===== config.mk =====
export PLATFORM = sky130hd
export DESIGN_NAME = ddr4_ca_dly_ctrl
export DESIGN_NICKNAME = d
export VERILOG_FILES = /design/src/rtl/ddr4_ca_dly_ctrl.sv
export SDC_FILE = /design/constraint.sdc
export NUM_CORES = 1
export LEC_CHECK = 0
export ABC_AREA = 1
export CORE_AREA = 5 5 154 156
export CTS_BUF_LIST = sky130_fd_sc_hd__clkbuf_4 sky130_fd_sc_hd__clkbuf_8 sky130_fd_sc_hd__clkbuf_16
export DETAILED_ROUTE_END_ITERATION = 10
export DIE_AREA = 0 0 159 161
export GPL_TIMING_DRIVEN = 1
export PLACE_DENSITY = 0.75
export REMOVE_ABC_BUFFERS = 1
export SETUP_SLACK_MARGIN = 0.02
export SLEW_MARGIN = 15
export SYNTH_ARGS = -nofsm -noshare
export SYNTH_HDL_FRONTEND = slang
export SYNTH_SLANG_ARGS = --single-unit

===== constraint.sdc =====
create_clock -name i_fab_clk -period 7.5 [get_ports i_fab_clk]
set_input_delay 1.5 -clock i_fab_clk [delete_from_list [all_inputs] [get_ports i_fab_clk]]
set_output_delay 1.5 -clock i_fab_clk [all_outputs]
set_load 0.02 [all_outputs]

===== src/rtl/ddr4_ca_dly_ctrl.sv =====
// Dynamic delay-line controller for the DDR4 CA output IODs: steps or reloads one
// lane per request and keeps a shadow tap count for every lane.
module ddr4_ca_dly_ctrl #(
  parameter  int NUM_LANES     = 14,
  parameter  int TAP_W         = 8,
  parameter  int TX_DELAY_INIT = 1,
  parameter  int MOVE_GAP      = 2,
  localparam int LANE_W        = (NUM_LANES > 1) ? $clog2(NUM_LANES) : 1
) (
  input  logic                       i_fab_clk,
  input  logic                       i_arst,
  input  logic                       i_req_valid,
  output logic                       o_req_ready,
  input  logic [LANE_W-1:0]          i_req_lane,
  input  logic [TAP_W-1:0]           i_req_tap,
  input  logic                       i_req_load,
  output logic                       o_done,
  output logic                       o_done_err,
  output logic [NUM_LANES-1:0]       o_delay_line_move,
  output logic [NUM_LANES-1:0]       o_delay_line_direction,
  output logic [NUM_LANES-1:0]       o_delay_line_load,
  input  logic [NUM_LANES-1:0]       i_delay_line_out_of_range,
  output logic [NUM_LANES*TAP_W-1:0] o_cur_tap
);

  localparam int                GAP_W    = $clog2(MOVE_GAP + 1);
  localparam logic [GAP_W-1:0]  GAP_LAST = GAP_W'(MOVE_GAP - 1);
  localparam logic [TAP_W-1:0]  TAP_INIT = TAP_W'(TX_DELAY_INIT);
  localparam logic [LANE_W:0]   LANE_LIM = (LANE_W + 1)'(NUM_LANES);

  typedef enum logic [2:0] {S_IDLE, S_LOAD, S_SETUP, S_MOVE, S_GAP, S_DONE} state_t;

  state_t               r_state, w_state_next;
  logic                 r_rdy_en;
  logic [LANE_W-1:0]    r_lane;
  logic [TAP_W-1:0]     r_target;
  logic                 r_dir;
  logic                 r_err;
  logic [GAP_W-1:0]     r_gap;
  logic [TAP_W-1:0]     r_tap [NUM_LANES];
  logic [TAP_W-1:0]     w_req_cur, w_cur;
  logic [NUM_LANES-1:0] w_lane_oh;
  logic                 w_accept, w_req_bad, w_oor, w_gap_last;

  // Ready is held low until the first clock after reset release.
  assign o_req_ready = r_rdy_en & (r_state == S_IDLE);
  assign w_accept    = o_req_ready & i_req_valid;
  assign w_req_bad   = {1'b0, i_req_lane} >= LANE_LIM;
  assign w_oor       = |(i_delay_line_out_of_range & w_lane_oh);
  assign w_gap_last  = (r_gap == GAP_LAST);

  always_comb begin
    w_req_cur = '0;
    w_cur     = '0;
    for (int i = 0; i < NUM_LANES; i++) begin
      if (i_req_lane == LANE_W'(i)) w_req_cur = r_tap[i];
      if (w_lane_oh[i])             w_cur     = r_tap[i];
    end
  end

  genvar gi;
  generate
    for (gi = 0; gi < NUM_LANES; gi++) begin : g_lane
      assign w_lane_oh[gi] = (r_lane == LANE_W'(gi));
      assign o_cur_tap[gi*TAP_W +: TAP_W] = r_tap[gi];
      assign o_delay_line_move[gi]      = w_lane_oh[gi] & (r_state == S_MOVE);
      assign o_delay_line_load[gi]      = w_lane_oh[gi] & (r_state == S_LOAD);
      assign o_delay_line_direction[gi] = w_lane_oh[gi] & r_dir &
                                          ((r_state == S_SETUP) | (r_state == S_MOVE) | (r_state == S_GAP));
    end
  endgenerate

  assign o_done     = (r_state == S_DONE);
  assign o_done_err = (r_state == S_DONE) & r_err;

  always_ff @(posedge i_fab_clk or posedge i_arst) begin
    if (i_arst) r_state <= S_IDLE;
    else        r_state <= w_state_next;
  end

  always_comb begin
    w_state_next = r_state;
    case (r_state)
      S_IDLE: begin
        if (w_accept) begin
          if (w_req_bad)                    w_state_next = S_DONE;
          else if (i_req_load)              w_state_next = S_LOAD;
          else if (w_req_cur == i_req_tap)  w_state_next = S_DONE;
          else                              w_state_next = S_SETUP;
        end
      end
      S_LOAD:  w_state_next = S_DONE;
      S_SETUP: w_state_next = S_MOVE;
      S_MOVE:  w_state_next = S_GAP;
      S_GAP: begin
        if (w_oor)           w_state_next = S_DONE;
        else if (w_gap_last) w_state_next = (w_cur == r_target) ? S_DONE : S_MOVE;
      end
      S_DONE:  w_state_next = S_IDLE;
      default: w_state_next = S_IDLE;
    endcase
  end

  always_ff @(posedge i_fab_clk or posedge i_arst) begin
    if (i_arst) begin
      r_rdy_en <= 1'b0;
      r_lane   <= '0;
      r_target <= '0;
      r_dir    <= 1'b0;
      r_err    <= 1'b0;
      r_gap    <= '0;
      for (int i = 0; i < NUM_LANES; i++) r_tap[i] <= TAP_INIT;
    end else begin
      r_rdy_en <= 1'b1;
      if (w_accept) begin
        r_lane   <= i_req_lane;
        r_target <= i_req_tap;
        r_dir    <= (i_req_tap > w_req_cur);
        r_err    <= w_req_bad;
      end
      if (r_state == S_MOVE) r_gap <= '0;
      if (r_state == S_GAP)  r_gap <= r_gap + GAP_W'(1);
      if ((r_state == S_GAP) && w_oor) r_err <= 1'b1;
      for (int i = 0; i < NUM_LANES; i++) begin
        if (w_lane_oh[i]) begin
          if (r_state == S_LOAD)
            r_tap[i] <= TAP_INIT;
          else if (r_state == S_MOVE)
            r_tap[i] <= r_dir ? r_tap[i] + TAP_W'(1) : r_tap[i] - TAP_W'(1);
          // An out-of-range flag means the IOD refused the last step, so undo it.
          else if ((r_state == S_GAP) && w_oor)
            r_tap[i] <= r_dir ? r_tap[i] - TAP_W'(1) : r_tap[i] + TAP_W'(1);
        end
      end
    end
  end

endmodule


==> impl_metrics.tcl <==
set metrics [dict create \
    synth_edf_count 0 \
    numCtsBuffers 17 \
    routed_wirelength_um 40800 \
    drt_iter0_drc 1190 \
    path_cells "inv_1, nor2_1, inv_1, nor2_1, buf_4, inv_2, nor2_1, clkdlybuf4s50_1" \
    die_width_um 159 \
    p_leak_uw 0.00592 \
    postCtsHoldBufs 0 \
    start_kind "flop" \
    critPathLaunch "r_state[0]$_DFFE_PP0P_" \
    core_um2 22200 \
    fin_crit_sh_pct 73.7 \
    cts-root-buf "clkbuf_16" \
    finalHoldViolCount 0 \
    syn_area_um2 10900 \
    nNetsFinal 1830 \
    die_y_um 161 \
    cts_resized 0 \
    antenna_cells 0 \
    worst_slew_pin_slew_ns 1.08 \
    async_flop_share_pct 100 \
    fmax_mhz 181 \
    cts_max_level 4 \
    clkSlewWorstSetupHoldPaths_ns 0.07 \
    crit_cells 8 \
    synth_common_cells "nand2_1, inv_1, o21ai_0" \
    synth.most_common_cell "nand2_1" \
    synth_top_cell_by_area "dfrtp_1" \
    cp_slowest_cell "nor2_1" \
    setup_ws_ns 1.97 \
    reg2reg_slack_ns 3.71 \
    maxSlewHeadroom_pct 27.8 \
    hold_path.class "reg -> reg" \
    rsz0062_at_grt "no" \
    post_cts_buffers 0 \
    reg2reg_to "o_cur_tap[98]$_DFFE_PP0P_" \
    drc_errors 0 \
    grt_max_degree 73 \
    drive_above_1_share_pct 7.26 \
    clkLatencyLatePin_ns 0.43 \
    path_class "reg -> out" \
    synth.distinct_cells 44 \
    placed_area_um2 13000 \
    critPathRequiredTime_ns 6.00 \
    grt_util_all_layers_pct 31.3 \
    drtPass1Iterations 6 \
    finClkSkew_ns 0.00909 \
    ys_ff_latch 132 \
    gp_congestion 1.01 \
    cpPeakStageDelay_ns 0.73 \
    crit_arrival_ns 4.03 \
    postLayoutCellArea_um2 13600 \
    start_util_pct 48.9 \
    io_pins 187 \
    rr_worst_depth 15 \
    yosys-top-cells-area "dfrtp_1, nand2_1, inv_1" \
    final_antenna_net_count 0 \
    grt_pass1_vias 11500 \
    synth.top_cell.area_share_pct 27.2 \
    max_cap_viol_count 0 \
    power_density_nw_per_um2 431 \
    setup_viol 0 \
    holdWs_ns 0.478 \
    min_period_ns 5.53 \
    ys_seq_area_share_pct 30.6 \
    fin_util_pct 61.1 \
    peakVddDrop_mv 0.224 \
    cpMostUsedCell "nor2_1" \
    rr_startpoint "r_lane[3]$_DFFE_PP0P_" \
    viasPerCell 5.91 \
    endpoint_kind "primary output" \
    yosys_warnings 0 \
    cts_tree "yes" \
    dp.final_hpwl_um 30900 \
    synth_ff_type "dfrtp_1" \
    drv_slew 0 \
    cp-endpoint "o_delay_line_load[8]" \
    cts.sinks 132 \
    rows 55 \
    synthCells 1585 \
    postSynthAreaPerCell_um2 6.85 \
    io_buffer_count 186 \
    cts_buffer_depth 2 \
    status "finished clean" \
    grt_pass1_wl_um 64500 \
    worst-path-max-fanout 22 \
    dp_slack_ns 2.53 \
    grt_antenna_before_repair 0 \
    critPathTopFamily "buffers and inverters" \
    dieArea_um2 25600 \
    critPathBufInv 5 \
    grt-ovfl-total 0 \
    areaGrowthSynthToFinish_pct 25.0 \
    vias 12200 \
    routedWlPerCell_um 19.8 \
    tns_ns 0 \
]
==> kinds of logic after synthesis <==
group                    share of synthesized area [%]
AND/OR/NAND/NOR                                   31.2
other                                           0.0345
multiplexers                                     0.277
AO/OA/AOI/OAI                                     17.9
flip-flops                                        30.6
buffers and inverters                             9.39
XOR/XNOR                                          6.37
adder cells (fa/ha/maj)                           4.26
==> how the worst min path moves through the flow <==
stage	cells after the start	end	start
floorplan	1	r_gap[0]$_DFFE_PP0P_	r_gap[0]$_DFFE_PP0P_
global placement	1	r_gap[0]$_DFFE_PP0P_	r_gap[0]$_DFFE_PP0P_
finish	1	r_gap[0]$_DFFE_PP0P_	r_gap[0]$_DFFE_PP0P_
global route	1	r_gap[0]$_DFFE_PP0P_	r_gap[0]$_DFFE_PP0P_
detailed placement	1	r_gap[0]$_DFFE_PP0P_	r_gap[0]$_DFFE_PP0P_
CTS	1	r_gap[0]$_DFFE_PP0P_	r_gap[0]$_DFFE_PP0P_
==> power breakdown <==
group / switching (uW) / internal, uW / total (uW)
clock network: 352 / 512 / 864
registers: 450 / 990 / 1440
logic: 2300 / 1240 / 3540
==> sequential cells by signal (all words and copies together) (netlist names) <==
name / count
r_gap: 2
r_lane: 4
o_cur_tap: 112
r_dir: 1
r_err: 1
r_target: 8
r_state: 3
r_rdy_en: 1
==> metal layers <==
layer	global-route usage, %	part of all wire, %
met2	50.5	46
met1	41.0	40
met3	5.84	8.9
met4	14.0	4.9
met5	0	0
==> stage by stage <==
stage | power [uW] | std cells
finish | 5850 | 2061
global route | 6230 | 2061
CTS | 5790 | 2061
detailed placement | 4910 | 2029
global placement | 4860 | 2029
floorplan | 3560 | 1549
==> placed cells by master, fill, tap and decap left out, types with 59 or more instances in the layout <==
master and count:
nor3_1 59, nand2_1 376, nor2_1 127, inv_1 198
nand3_1 68, clkdlybuf4s50_1 186, o21ai_0 135, dfrtp_1 118
a21oi_1 64, o22ai_1 83, xor2_1 67
==> final cells by class <==
type,count,area [um^2]
clock buffer,19,453
clock inverter,13,148
fill,2075,8650
inverter,222,841
multi-input combinational,1195,6530
sequential,132,3320
tap,285,357
timing repair buffer,195,1930
No activity file was read; power rests on OpenSTA's default activity.
